## config.mk

```make
export PLATFORM = sky130hd
export DESIGN_NAME = soldier_unit
export DESIGN_NICKNAME = d
export VERILOG_FILES = /design/src/rtl/soldier_pkg.sv /design/src/rtl/soldier_unit_phase_counter.sv /design/src/rtl/soldier_unit.sv
export SDC_FILE = /design/constraint.sdc
export NUM_CORES = 1
export LEC_CHECK = 0
export BUFFER_PORTS_ARGS = -buffer_cell sky130_fd_sc_hd__buf_2
export CAP_MARGIN = 10
export CORE_ASPECT_RATIO = 0.7
export CORE_MARGIN = 2
export CORE_UTILIZATION = 45
export CTS_BUF_LIST = sky130_fd_sc_hd__clkbuf_8
export CTS_CLUSTER_DIAMETER = 200
export DETAILED_ROUTE_END_ITERATION = 10
export PLACE_DENSITY_LB_ADDON = 0.3
export SYNTH_ARGS = -nofsm -noshare
export SYNTH_HDL_FRONTEND = slang
export SYNTH_HIERARCHICAL = 1
export SYNTH_SLANG_ARGS = --single-unit
```

## constraint.sdc

```tcl
create_clock -name clk -period 4.35 [get_ports clk]
set_clock_uncertainty 0.2 [all_clocks]
set_input_delay 0.435 -clock clk [delete_from_list [all_inputs] [get_ports clk]]
set_output_delay 0.435 -clock clk [all_outputs]
set_load 0.05 [all_outputs]
```

## src/rtl/soldier_pkg.sv

```systemverilog
// Shared encodings and defaults for the foot-soldier controller.
package soldier_pkg;

    localparam int STATE_W = 3;

    typedef enum logic [STATE_W-1:0] {
        S_IDLE = 3'd0,
        S_MOVE = 3'd1,
        S_STOP = 3'd2,
        S_ATK  = 3'd3,
        S_DEAD = 3'd4
    } state_t;

    localparam int DEF_W        = 10;
    localparam int DEF_STEP     = 1;
    localparam int DEF_MOVE_DIV = 1;
    localparam int DEF_WAIT_CYC = 8;
    localparam int DEF_ATK_CYC  = 8;
    localparam int DEF_HP_W     = 4;
    localparam int DEF_HP_MAX   = 10;

    function automatic int max3(int a, int b, int c);
        int m;
        m = (a > b) ? a : b;
        return (m > c) ? m : c;
    endfunction

endpackage

```

## src/rtl/soldier_unit_phase_counter.sv

```systemverilog
// Shared phase counter: flags count == max-1, then wraps to zero.
module phase_counter #(
    parameter int CW = 4
) (
    input  logic          clk,
    input  logic          rst,
    input  logic          clr,
    input  logic          en,
    input  logic [CW-1:0] max,
    output logic          flag
);

    logic [CW-1:0] count;

    assign flag = (count == max - 1'b1);

    always_ff @(posedge clk) begin
        if (rst || clr) begin
            count <= '0;
        end else if (en) begin
            count <= flag ? '0 : count + 1'b1;
        end
    end

endmodule

```

## src/rtl/soldier_unit.sv

```systemverilog
// Foot-soldier controller: walk, wait/attack cadence, damage and death.
module soldier_unit
    import soldier_pkg::*;
#(
    parameter int W        = DEF_W,
    parameter int STEP     = DEF_STEP,
    parameter int MOVE_DIV = DEF_MOVE_DIV,
    parameter int WAIT_CYC = DEF_WAIT_CYC,
    parameter int ATK_CYC  = DEF_ATK_CYC,
    parameter int HP_W     = DEF_HP_W,
    parameter int HP_MAX   = DEF_HP_MAX
) (
    input  logic               clk,
    input  logic               rst,
    input  logic               valid,
    input  logic               dir,
    input  logic [W-1:0]       left_bound,
    input  logic [W-1:0]       right_bound,
    input  logic               block,
    input  logic               hit,
    input  logic [HP_W-1:0]    dmg,
    output logic [W-1:0]       pos_h,
    output logic [STATE_W-1:0] state_o,
    output logic [HP_W-1:0]    hp,
    output logic               atk_strobe,
    output logic               alive
);

    localparam int CMAX = max3(MOVE_DIV, WAIT_CYC, ATK_CYC);
    localparam int CW   = $clog2(CMAX + 1);

    state_t        state, nxt;
    logic [W-1:0]  nxt_pos, spawn;
    logic [W:0]    ahead, back_lim;
    logic [HP_W-1:0] nhp;
    logic          active, lethal, flag;
    logic          cnt_en, cnt_clr, sync_rst;
    logic [CW-1:0] cnt_max;

    assign sync_rst = rst || !valid;
    assign state_o  = state;
    assign alive    = (state != S_DEAD);

    always_comb begin
        spawn    = dir ? left_bound : right_bound;
        ahead    = {1'b0, pos_h} + (W+1)'(STEP);
        back_lim = {1'b0, left_bound} + (W+1)'(STEP);
        active   = (state == S_MOVE) || (state == S_STOP) || (state == S_ATK);
        nhp      = (hp > dmg) ? hp - dmg : '0;
        lethal   = hit && active && (nhp == '0);
        nxt      = state;
        nxt_pos  = pos_h;
        cnt_en   = 1'b0;
        cnt_max  = CW'(1);
        case (state)
            S_IDLE: begin
                nxt     = S_MOVE;
                nxt_pos = spawn;
            end
            S_MOVE: begin
                cnt_en  = !block;
                cnt_max = CW'(MOVE_DIV);
                if (!block && flag) begin
                    if (dir) begin
                        if (ahead < {1'b0, right_bound}) begin
                            nxt_pos = ahead[W-1:0];
                        end else begin
                            nxt_pos = right_bound;
                            nxt     = S_STOP;
                        end
                    end else begin
                        if ({1'b0, pos_h} > back_lim) begin
                            nxt_pos = pos_h - W'(STEP);
                        end else begin
                            nxt_pos = left_bound;
                            nxt     = S_STOP;
                        end
                    end
                end
            end
            S_STOP: begin
                cnt_en  = 1'b1;
                cnt_max = CW'(WAIT_CYC);
                if (flag) nxt = S_ATK;
            end
            S_ATK: begin
                cnt_en  = 1'b1;
                cnt_max = CW'(ATK_CYC);
                if (flag) nxt = S_STOP;
            end
            default: ;
        endcase
        // A lethal hit wins over any step or phase change this cycle
        if (lethal) begin
            nxt     = S_DEAD;
            nxt_pos = pos_h;
        end
        cnt_clr = (nxt != state);
    end

    phase_counter #(.CW(CW)) u_phase (
        .clk  (clk),
        .rst  (sync_rst),
        .clr  (cnt_clr),
        .en   (cnt_en),
        .max  (cnt_max),
        .flag (flag)
    );

    always_ff @(posedge clk) begin
        if (sync_rst) begin
            state      <= S_IDLE;
            pos_h      <= spawn;
            hp         <= HP_W'(HP_MAX);
            atk_strobe <= 1'b0;
        end else begin
            state      <= nxt;
            pos_h      <= nxt_pos;
            atk_strobe <= (state == S_STOP) && (nxt == S_ATK);
            if (hit && active) hp <= nhp;
        end
    end

endmodule

```

==> results.cfg <==
[run_status]
outcome = finished, final reports clean

[power_and_ir_drop]
cellLeakagePower_nw = 1.39
peakVddDrop_uv = 111
power.density_cell_area_mw_per_mm2 = 246

[global_routing]
grt_start_max_net_pins = 19
number_of_global_route_vias_before_repair = 2207
antenna_violations_before_repair = 0
wire_length_of_the_first_global_routing_pass_um = 11000
grt_overflow_total = 0
grt_usage_pct = 21.9

[cts]
cts_inserted_buffers = 3
tritoncts = done
ctsLongestPathBuffers = 2
cts.sinks = 22
ctsResizeCount = 0
post_cts.repair.setup_buffers = 0
h-tree-depth = 1
cts-hold-fix-buffers = 0
worst_skew_pair.late_latency_ns = 0.28
clk_transition_reported_paths_ns = 0.07
root_driver = clkbuf_8

[worst_setup_path]
worstReg2RegStart = pos_h[0]
worst_setup_path_start_kind = register
crit_path_max_fanout = 10
critical_path_class = reg -> reg
worst_path_max_delay_cell = o21ai_1
rr_worst_depth = 11
worst-endpoint-arrival_ns = 3.88
critPathCaptureType = register
worstPathCellList = ha_1, and3_4, and3_1, xor2_1, ha_1, nand2_1, o21ai_0, a21oi_1, o21ai_1, mux2_1, a221o_1
critPathMaxStageDelay_ns = 0.95
critPathMostFrequentCell = ha_1
critPathRequiredTime_ns = 4.16
r2r-end = pos_h[2]
register_to_register_setup_slack_ns = 0.28

[detailed_routing]
detailedRoute.firstPassIterationCount = 4
detailroute.via_count = 2385
drt_first_iter_violations = 126
post_drt_wl_per_cell_um = 15.8
routed_wl_um = 6780
via_per_inst = 5.56
drtAntennaViolNets = 0
drc_errors = 0

[place]
io_buffers = 48
gp_congestion = 0.890
dp_hpwl_um = 5380

[worst_hold_path]
path_category_of_the_worst_min_delay_check = reg -> reg
hold_path.startpoint = hp[2]
min_delay_worst_endpoint = hp[2]
hold_path_depth = 2

[logic_synthesis]
synth_edf_count = 10
gate_count_post_synth = 309
post_synth_num_cell_types = 59
synth-main-ff-cell = dfxtp_1
ys_warn_count = 6
ys_seq_elements = 22
synth_async_sr_flop_share_pct = 0
syn_avg_cell_area_um2 = 8.60
synth_area_leaders = ha_1 (13%), edfxtp_1 (11%), dfxtp_1 (9.0%), mux2i_1 (7.5%), xor2_1 (6.3%)
sequential_cell_area_fraction_in_the_yosys_report_pct = 20.3
yosys.area.top_type = ha_1
synth_area_mm2 = 0.00266
synth_top_cell_area_share_pct = 13.2

[sta]
worst_slew_margin_rel_pct = 19.6
report.final.slew_viol_count = 0
worst_hold_margin_ns = 0.275
finalCritPeriodShare_pct = 93.6
max_freq_mhz = 246
setup_viol = 0
tightest_slew_ns = 1.20
grt_setup_unrepaired = no
totalNegativeSetupSlack_ns = 0
min_period_ns = 4.07
final-hold-violation-count = 0

[final_layout]
drive_gt1_share_pct = 20.1
antennaDiodeCount = 0
nets = 414
area_delta_synth_final_pct = 12.8
layout.cells.most_common_list = buf_2 (48), inv_1 (31), ha_1 (28), nor2_1 (23), nand2_1 (23)
layout.cells.most_common = buf_2

[die]
core_mm2 = 0.00573
std_cell_rows = 23
num_io_pins = 49
die_w_um = 95.9
die_area_mm2 = 0.00655
start_util_pct = 46.4
die_height_um = 68.3

[run]
drv_cap = 0
==> per-stage QoR <==
stage | power (mW) | std cells | worst slack, ns | cell area [µm²] | utilization, %
6_report | 0.739 | 429 | 0.280 | 3000 | 52.4
5_1_grt | 0.796 | 429 | 0.00789 | 3000 | 52.4
2_1_floorplan | 0.521 | 312 | 0.567 | 2670 | -
3_5_place_dp | 0.605 | 425 | 0.291 | 2950 | 51.6
4_1_cts | 0.743 | 429 | 0.273 | 3000 | 52.4
3_3_place_gp | 0.598 | 425 | 0.392 | 2950 | 51.6
==> logic make-up (layout without fill, tap and decap cells) <==
group	after synthesis	after routing	synth area share, %
buf+inv	41	83	6.40
flops	22	22	20.3
xor+xnor	33	33	11.4
other cells	1	4	0.141
compound gates	55	55	16.1
mux	28	28	11.3
simple gates	100	100	20.4
fa+ha+maj	29	29	13.9
==> final cells by class <==
type | count | area, µm²
clock buffers | 3 | 41.3
clock inverters | 1 | 3.75
fillers | 555 | 2730
inverters | 30 | 113
multi-input cells | 249 | 1960
flip-flops and latches | 22 | 541
well taps | 75 | 93.8
repair buffers | 49 | 248
==> cells in the mapped netlist, drive strengths merged, types with 2 or more instances <==
| cell type | count |
|---|---|
| a211o | 2 |
| a211oi | 3 |
| a21o | 2 |
| a21oi | 17 |
| a221o | 4 |
| a221oi | 4 |
| a311oi | 2 |
| and2 | 2 |
| and3 | 6 |
| buf | 6 |
| clkbuf | 5 |
| dfxtp | 12 |
| edfxtp | 10 |
| ha | 28 |
| inv | 30 |
| mux2 | 8 |
| mux2i | 20 |
| nand2 | 23 |
| nand2b | 2 |
| nand3 | 13 |
| nand4 | 4 |
| nor2 | 24 |
| nor2b | 4 |
| nor3 | 8 |
| nor3b | 2 |
| nor4 | 4 |
| o211a | 4 |
| o211ai | 3 |
| o21ai | 6 |
| o221ai | 2 |
| or3 | 5 |
| xnor2 | 13 |
| xor2 | 19 |
==> worst max path at each step <==
stage / endpoint / slack (ns) / cells past startpoint / startpoint
6_report: pos_h[2] / 0.28 / 11 / pos_h[0]
5_1_grt: pos_h[0] / 0.008 / 11 / pos_h[0]
4_1_cts: pos_h[0] / 0.27 / 11 / pos_h[0]
3_5_place_dp: pos_h[4] / 0.29 / 11 / pos_h[0]
3_3_place_gp: pos_h[4] / 0.39 / 11 / pos_h[0]
2_1_floorplan: pos_h[4] / 0.57 / 13 / pos_h[1]
==> per-layer routing <==
metal	track usage, %	up-vias	part of all wire, %	wire (µm)
li1	-	1200	-	-
met1	32.9	1104	49	3330
met2	32.1	77	42	2870
met3	5.62	4	8.0	545
met4	2.86	0	0.53	36
met5	0	-	0	0
==> critical path, delay by kind of cell, from the launching register on <==
| kind | cells | cell delay [ns] |
|---|---|---|
| muxes | 1 | 0.39 |
| AOI/OAI and AO/OA | 4 | 1.46 |
| DFF | 1 | 0.53 |
| xor gates and xnor gates | 1 | 0.16 |
| adders and majority gates | 2 | 0.61 |
| and+or+nand+nor | 3 | 0.46 |
==> state kept, by name (all words and copies together), names as in the netlist <==
name	flops
pos_h	10
atk_strobe	1
hp	4
state_o	3
u_phase/count	4
==> power by group <==
group / internal (mW) / switching, mW
Sequential: 0.232 / 0.0311
Combinational: 0.139 / 0.201
Clock: 0.0632 / 0.0730
Total: 0.434 / 0.305
Note: power is estimated with default switching activity, not from simulation.
